--- src/rtl/vend_pkg.sv ---
// Shared constants for the two-kiosk vending scheduler: coin codes, FSM encodings, pricing defaults.
// Coin codes outside COIN_5/COIN_10 are illegal and map to a zero amount.
package vend_pkg;

    localparam logic [1:0] COIN_5  = 2'b01;
    localparam logic [1:0] COIN_10 = 2'b10;

    localparam logic [1:0] IDLE     = 2'd0;
    localparam logic [1:0] DISPENSE = 2'd1;
    localparam logic [1:0] CHANGE   = 2'd2;

    localparam int PRICE_DEF      = 15;
    localparam int MAX_CREDIT_DEF = 30;
    localparam int TIMEOUT_DEF    = 8;

    function automatic logic [4:0] coin_amount(input logic [1:0] code);
        case (code)
            COIN_5:  return 5'd5;
            COIN_10: return 5'd10;
            default: return 5'd0;
        endcase
    endfunction

endpackage

--- src/rtl/vend_credit_acc.sv ---
// Per-kiosk credit register with coin legality/overflow check and refund latch; coins update credit
// at the edge, rejects pulse one cycle later; no coins are taken while the kiosk holds the grant.
module vend_credit_acc
    import vend_pkg::*;
#(
    parameter int MAX_CREDIT = MAX_CREDIT_DEF
) (
    input  logic       clock,
    input  logic       reset,
    input  logic       coin_valid,
    input  logic [1:0] coin_val,
    input  logic       cancel,
    input  logic       busy,
    input  logic       clear,
    output logic [4:0] credit,
    output logic       cancel_pend,
    output logic       coin_reject
);

    logic [4:0] amount;
    logic [5:0] sum;
    logic       accept;

    // Six-bit sum so the overflow compare cannot wrap.
    always_comb begin
        amount = coin_amount(coin_val);
        sum    = {1'b0, credit} + {1'b0, amount};
        accept = coin_valid && (amount != 5'd0) && !busy && !cancel
                 && (sum <= 6'(MAX_CREDIT));
    end

    always_ff @(posedge clock) begin
        if (reset) begin
            credit      <= 5'd0;
            cancel_pend <= 1'b0;
            coin_reject <= 1'b0;
        end else begin
            coin_reject <= coin_valid && !accept;
            if (clear) begin
                credit      <= 5'd0;
                cancel_pend <= 1'b0;
            end else begin
                if (accept)
                    credit <= sum[4:0];
                if (cancel && !busy && (credit != 5'd0))
                    cancel_pend <= 1'b1;
            end
        end
    end

endmodule

--- src/rtl/vend_scheduler.sv ---
// Round-robin arbiter sharing one dispenser and one change unit between two coin kiosks.
// Grant one cycle after a kiosk becomes ready; dispenser stall is bounded by TIMEOUT, then full refund.
module vend_scheduler
    import vend_pkg::*;
#(
    parameter int PRICE      = PRICE_DEF,
    parameter int MAX_CREDIT = MAX_CREDIT_DEF,
    parameter int TIMEOUT    = TIMEOUT_DEF
) (
    input  logic       clock,
    input  logic       reset,
    input  logic [1:0] coin_valid,
    input  logic [3:0] coin_val,
    input  logic [1:0] cancel,
    output logic [1:0] coin_reject,
    output logic [4:0] credit0,
    output logic [4:0] credit1,
    output logic [1:0] busy,
    output logic       disp_req,
    output logic       disp_kiosk,
    input  logic       disp_ack,
    output logic       chg_valid,
    output logic [4:0] chg_amt,
    output logic       chg_kiosk,
    output logic       fault
);

    localparam int         TW      = (TIMEOUT > 2) ? $clog2(TIMEOUT) : 1;
    localparam logic [4:0] PRICE_C = 5'(PRICE);

    logic [1:0]    state;
    logic          grant;
    logic          rr_ptr;
    logic          refund;
    logic [TW-1:0] timer;
    logic [4:0]    chg_reg;

    logic [4:0]    credit [2];
    logic [1:0]    pend;
    logic [1:0]    clear;
    logic [1:0]    ready;
    logic          pick;
    logic [4:0]    credit_g;
    logic          timed_out;
    logic          in_change;
    logic [4:0]    change_amount;

    for (genvar i = 0; i < 2; i++) begin : g_acc
        vend_credit_acc #(.MAX_CREDIT(MAX_CREDIT)) u_acc (
            .clock       (clock),
            .reset       (reset),
            .coin_valid  (coin_valid[i]),
            .coin_val    (coin_val[2*i +: 2]),
            .cancel      (cancel[i]),
            .busy        (busy[i]),
            .clear       (clear[i]),
            .credit      (credit[i]),
            .cancel_pend (pend[i]),
            .coin_reject (coin_reject[i])
        );
    end

    assign credit0 = credit[0];
    assign credit1 = credit[1];

    always_comb begin
        busy[0]  = (state != IDLE) && !grant;
        busy[1]  = (state != IDLE) && grant;
        clear[0] = (state == CHANGE) && !grant;
        clear[1] = (state == CHANGE) && grant;
        for (int i = 0; i < 2; i++)
            ready[i] = !busy[i] && ((credit[i] >= PRICE_C) || pend[i]);
        // Both ready: the kiosk not served last wins.
        pick      = (ready == 2'b11) ? !rr_ptr : ready[1];
        credit_g  = credit[grant];
        timed_out = (timer == TW'(TIMEOUT - 1));
    end

    always_ff @(posedge clock) begin
        if (reset) begin
            state   <= IDLE;
            grant   <= 1'b0;
            rr_ptr  <= 1'b0;
            refund  <= 1'b0;
            timer   <= '0;
            chg_reg <= 5'd0;
        end else begin
            case (state)
                IDLE: begin
                    timer <= '0;
                    if (|ready) begin
                        grant  <= pick;
                        refund <= pend[pick];
                        state  <= pend[pick] ? CHANGE : DISPENSE;
                    end
                end
                DISPENSE: begin
                    if (disp_ack) begin
                        chg_reg <= credit_g - PRICE_C;
                        state   <= CHANGE;
                    end else if (timed_out) begin
                        chg_reg <= credit_g;
                        state   <= CHANGE;
                    end else begin
                        timer <= timer + TW'(1);
                    end
                end
                CHANGE: begin
                    rr_ptr <= grant;
                    state  <= IDLE;
                end
                default: state <= IDLE;
            endcase
        end
    end

    // Refunds read the live credit: it is frozen while busy and includes any coin taken at the grant edge.
    always_comb begin
        in_change     = (state == CHANGE);
        change_amount = refund ? credit_g : chg_reg;
        disp_req      = (state == DISPENSE);
        disp_kiosk    = disp_req && grant;
        fault         = disp_req && !disp_ack && timed_out;
        chg_amt       = in_change ? change_amount : 5'd0;
        chg_valid     = in_change && (change_amount != 5'd0);
        chg_kiosk     = in_change && grant;
    end

endmodule

--- config.mk ---
export PLATFORM = sky130hd
export DESIGN_NAME = vend_scheduler
export DESIGN_NICKNAME = d
export VERILOG_FILES = /design/src/rtl/vend_pkg.sv /design/src/rtl/vend_credit_acc.sv /design/src/rtl/vend_scheduler.sv
export SDC_FILE = /design/constraint.sdc
export NUM_CORES = 1
export LEC_CHECK = 0
export ABC_AREA = 1
export BUFFER_PORTS_ARGS = -buffer_cell sky130_fd_sc_hd__buf_2
export CAP_MARGIN = 20
export CELL_PAD_IN_SITES_DETAIL_PLACEMENT = 2
export CELL_PAD_IN_SITES_GLOBAL_PLACEMENT = 2
export CORE_UTILIZATION = 31
export CTS_BUF_LIST = sky130_fd_sc_hd__clkbuf_8
export CTS_CLUSTER_SIZE = 20
export DETAILED_ROUTE_END_ITERATION = 10
export GPL_TIMING_DRIVEN = 0
export PLACE_DENSITY_LB_ADDON = 0.08
export SKIP_CTS_REPAIR_TIMING = 1
export SYNTH_ARGS = -nofsm -noshare
export SYNTH_HDL_FRONTEND = slang
export SYNTH_SLANG_ARGS = --single-unit
--- constraint.sdc ---
create_clock -name clock -period 2.4 [get_ports clock]
set_input_delay 0.12 -clock clock [delete_from_list [all_inputs] [get_ports clock]]
set_output_delay 0.12 -clock clock [all_outputs]
set_load 0.02 [all_outputs]
* Yosys cells after proc, flatten, opt, wreduce, memory -nomap -nowiden *
Cells that the tools add are included.

word-level totals
  register bits after elaboration = 27
  latch bits = 0
  RAM bits = 0
  ROM bits = 0
  input port bits = 11
  output and inout port bits = 24
  word-level logic and storage cells = 106
  memories = 0

cells by class
  add/subtract/negate cells = 4
  multiply operators = 0
  div/mod/pow operators = 0
  order comparisons = 6
  eq/ne operators = 12
  shift operators = 0
  muxes and demuxes = 20
  bitwise gates (word level) = 1
  reductions and logical operators = 51

operators by type and width
  kind                                                               number
  2-to-1 mux 5 bit                                                   7
  nonzero test 5 bit                                                 5
  logical AND 1 bit                                                  24
  case mux 4 bit (2 select lines)                                    2
  adder 5 x 4 -> 6 bit                                               2
  <= comparator 6 x 5 -> 1 bit, second input constant                2
  greater-or-equal comparator 5 x 4 -> 1 bit, second input constant  2
  logical NOT 1 bit                                                  9
  equality test 2 bit, second input constant                         4
  2-to-1 mux 2 bit                                                   4
  equality test 2 x 1 -> 1 bit, second input constant                3
  2-to-1 mux 3 bit                                                   2
  inequality test 2 bit, second input constant                       3
  case mux 3 bit (2 select lines)                                    1
  AND reduction 2 bit                                                3
  nonzero test 2 bit                                                 3
  OR reduction 2 bit                                                 3
  subtractor 5 x 4 -> 5 bit, second input constant                   1
  case mux 2 bit (2 select lines)                                    1
  adder 3 x 1 -> 3 bit, second input constant                        1
  equality test 3 bit, second input constant                         1
  2-to-1 mux 1 bit                                                   3
  inequality test 3 x 1 -> 1 bit, second input constant              1
  AND reduction 3 bit                                                1
  5 further kinds                                                    6

* Depth between registers and ports, before layout *
  word-level depth = 11
  depth in mapped cells = 14
  mapped depth without buffers = 14

* Cells and area by module *
From an unflattened synthesis, not the netlist that was laid out.

second synthesis, totals
  cells, all modules = 332
  area, all modules = 2154.6 sq um

by module, submodules not included
  module           times used  cells an instance  area each (sq um)  sequential area each (sq um)
  vend_credit_acc  2           90                 584.3              140.1
  vend_scheduler   1           152                985.9              260.2

* Worst setup path after synthesis *
No wires, ideal clock.

  kind = reg-to-reg
  from = register g_acc[1].u_acc.credit[0]
  to = register g_acc[1].u_acc.credit[4]
  library setup time = 0.116 ns
  data arrival time = 1.805 ns
  data required time = 2.284 ns
  setup slack = 0.479 ns
  cell stages (with the launch flop) = 12
  buffers on the path = 1
  clock period less this slack = 1.921 ns
  path through = dfxtp_1 > buf_2 > nand2_1 > fa_1 > nor2_1 > nand3_1 > nand3_1 > nand2_1 > nor2_1 > nand2_2 > a21oi_1 > nor2_1

on the way
  longest elaborated chain between the ends = 3

ends and longest elaborated chain
  what                          line                   text
  start, declared               vend_credit_acc.sv:15  output logic [4:0] credit,
  start signal, assigned        vend_credit_acc.sv:44  credit <= sum[4:0];
  adder 5 x 4 -> 6 bit (*)      vend_credit_acc.sv:27  sum = {1'b0, credit} + {1'b0, amount};
  <= comparator 6 x 5 -> 1 bit  vend_credit_acc.sv:29  && (sum <= 6'(MAX_CREDIT));
  logical AND 1 bit             vend_credit_acc.sv:29

Every way passes the cells marked *; elsewhere a longest branch is shown, timed or not.
A chain may end at the register's enable or synchronous reset.

* Worst setup path in the final report *
  from = register g_acc[1].u_acc.credit[1]
  to = register g_acc[1].u_acc.coin_reject

on the way
  longest elaborated chain between the ends = 5

ends and longest elaborated chain
  what                          line                   text
  adder 5 x 4 -> 6 bit          vend_credit_acc.sv:27
  <= comparator 6 x 5 -> 1 bit  vend_credit_acc.sv:29
  logical AND 1 bit             vend_credit_acc.sv:29
  logical NOT 1 bit             vend_credit_acc.sv:38  coin_reject <= coin_valid && !accept;
  logical AND 1 bit             vend_credit_acc.sv:38
  end signal, assigned          vend_credit_acc.sv:38
  end, declared                 vend_credit_acc.sv:17  output logic coin_reject

Every way passes these cells.

==> flow_metrics.py <==
metrics = {
    "run_status": {
        "status": "complete, but fails checks",
        "violations": "DRC",
    },
    "floorplanning": {
        "fp.coreArea_um2": 6422,
        "num_rows": 29,
        "dieArea_um2": 7085,
        "io_pins": 35,
        "die-height_um": 84.18,
        "die_w_um": 84.18,
        "initial_core_util_pct": 32.59,
    },
    "hold_path": {
        "hold_class": "in2reg",
        "min_from": "coin_valid[1]",
        "min_path_cells": 3,
        "whs_endpoint": "g_acc[1].u_acc.coin_reject",
    },
    "pwr": {
        "cellPowerDensity_nw_per_um2": 774.1,
        "ir_worst_vdd_mv": 0.2471,
        "p_total_mw": 1.858,
        "leakage_nw": 1.237,
    },
    "sta": {
        "rsz0062_at_grt": "no",
        "fmax_mhz": 479.2,
        "finalHoldViolations": 0,
        "slew_violations": 0,
        "fin_crit_ns": 2.087,
        "relSlewSlack_pct": 74.81,
        "tns_ns": 0,
        "final-setup-viol-count": 0,
        "skew_ns": 0.004232,
        "tightest_slew_ns": 0.3731,
        "min_period_over_period_pct": 86.94,
    },
    "finish": {
        "fillers": 830,
        "nNetsFinal": 383,
        "final_util_pct": 37.37,
        "layout_common_cells": "nand2_1, inv_1, buf_2, nor2_1, dfxtp_1",
        "n_antenna_cell": 0,
        "final_common_cell": "nand2_1",
        "largest_reg_flops": 10,
        "drive_gt1_share_pct": 23.60,
        "area_growth_pct": 14.64,
    },
    "grt": {
        "grt_max_degree": 15,
        "first_global_vias": 2269,
        "grt_pass1_wl_mm": 10.57,
        "antenna_found_initial": 0,
        "overflow": 0,
        "grtUsageTotal_pct": 18.61,
    },
    "route": {
        "route.met3.wl_um": 141,
        "final_antenna_net_count": 0,
        "met2_length_mm": 3.016,
        "drtPass1Iterations": 7,
        "highest_layer": "met4",
        "drtIter0Drc": 46,
        "drt-wirelength-per-cell_um": 14.03,
        "drc": 6,
        "totalWireLength_mm": 6.076,
        "wirelength_met1_mm": 2.880,
        "num_vias": 2130,
        "vias_per_cell": 4.919,
    },
    "synth": {
        "synth_seq_cells": 27,
        "synth_cell_type_count": 33,
        "syn-instance-count": 319,
        "netlist_area_um2": 2093,
        "ys_seq_area_share_pct": 25.82,
        "synth.avg_cell_area_um2": 6.562,
        "syn_nets": 345,
        "ys_warn_count": 0,
    },
    "worst_setup_path": {
        "worst_ep_arrival_time_ns": 2.31,
        "crit_required_ns": 2.63,
        "r2r_slack_ns": 0.31,
        "cp_top_family": "simple AND/OR/NAND/NOR gates",
        "reg2reg_to": "g_acc[1].u_acc.coin_reject",
        "crit_buf_inv": 1,
        "cp_slowest_cell": "dfxtp_1",
        "critical_path_depth": 11,
        "cp-start-kind": "flip-flop",
        "cpPeakStageDelay_ns": 0.48,
        "worst_r2r_path_depth": 11,
        "cp_cell_sequence": "inv_1 -> fa_1 -> nor2_1 -> nand3_1 -> nand3_1 -> nand2_1 -> nor2_1 -> nand2_2 -> nand2_1 -> nand2_1 -> nor2_1",
        "crit_fanout": 9,
        "r2r_start": "g_acc[1].u_acc.credit[1]",
        "critPathKind": "reg2reg",
        "end_kind": "flip-flop",
    },
    "placed_design": {
        "dpl.hpwl_mm": 5.106,
        "gp_congestion": 0.8109,
        "portBuffers": 33,
    },
    "clocking": {
        "h-tree-depth": 1,
        "cts_root_buffer": "clkbuf_8",
        "cts.reportedPaths.clkPinSlew_ns": 0.10,
        "numCtsBuffers": 3,
        "clockBufferDepth": 2,
        "clk_latency_ns": 0.28,
        "cts_tree": "yes",
        "cts.sinks": 27,
    },
    "run": {
        "cap_violations": 0,
    },
}
[report_power, final]
group | internal [mW] | leakage [nW] | switching [mW]
logic | 0.334 | 0.989 | 0.621
clock network | 0.115 | 0.0269 | 0.160
registers | 0.538 | 0.221 | 0.0888
total | 0.988 | 1.24 | 0.870
[tightest hold or removal path, delay by kind of cell]
| kind | cells | cell delay [ns] |
|---|---|---|
| buffers and inverters | 1 | 0.10 |
| and+or+nand+nor | 2 | 0.09 |
[cell usage after synthesis, drive strengths merged]
master | instances | share of area [%]
nor2 | 35 | 7.4
and3 | 1 | 0.30
and2 | 1 | 0.42
a31oi | 2 | 0.60
dfxtp | 27 | 26
o311ai | 1 | 0.42
inv | 57 | 10
o21ai | 20 | 4.8
a21oi | 23 | 5.7
fa | 2 | 1.9
nand2 | 81 | 17
or2 | 1 | 0.30
nand3b | 3 | 1.1
nand4 | 4 | 1.2
nand3 | 26 | 6.2
mux2i | 3 | 1.4
nor3 | 3 | 0.96
o211ai | 1 | 0.36
xnor2 | 2 | 0.84
buf | 9 | 3.5
xor2 | 4 | 1.7
ha | 13 | 7.8
[final cells by class]
class | count | area, um2 | area share, %
Multi-Input combinational cell | 226 | 1260 | 52.50
Clock inverter | 1 | 3.754 | 0.1564
Timing Repair Buffer | 33 | 165.2 | 6.882
Sequential cell | 27 | 540.5 | 22.52
Clock buffer | 3 | 41.29 | 1.721
Inverter | 57 | 219.0 | 9.124
Buffer | 9 | 73.82 | 3.076
Tap cell | 77 | 96.34 | 4.015
[per-stage QoR]
stage	worst slack, ns	hold WS (ns)	area, um2	std cells
floorplan	0.4793	0.2408	2093	319
global placement	0.3186	0.3574	2355	429
detailed placement	0.2956	0.3784	2355	429
CTS	0.2739	0.06461	2400	433
global route	0.06544	0.08041	2400	433
finish	0.3134	0.06796	2400	433
[cells by family after synthesis]
family                   Yosys count  synth area share, %
AO/OA/AOI/OAI                     47                11.84
XOR/XNOR                           6                2.510
adder cells (fa/ha/maj)           15                9.683
buffers and inverters             66                13.99
flip-flops                        27                25.82
multiplexers                       3                1.435
AND/OR/NAND/NOR                  155                34.73
[worst max path at each step]
stage	from	endpoint	slack, ns
floorplan	g_acc[1].u_acc.credit[0]	g_acc[1].u_acc.credit[4]	0.48
global placement	g_acc[1].u_acc.credit[1]	g_acc[1].u_acc.coin_reject	0.32
detailed placement	g_acc[1].u_acc.credit[1]	g_acc[1].u_acc.coin_reject	0.30
CTS	g_acc[1].u_acc.credit[1]	g_acc[1].u_acc.coin_reject	0.27
global route	g_acc[1].u_acc.credit[1]	g_acc[1].u_acc.coin_reject	0.07
finish	g_acc[1].u_acc.credit[1]	g_acc[1].u_acc.coin_reject	0.31
[metal layers]
layer  vias to the layer above  GRT usage (%)
met5                         -              0
met4                         0          3.292
met3                         4          2.655
met2                        24          33.98
met1                      1023          23.45
li1                       1079              -
Power figures use the tool's default switching activity.
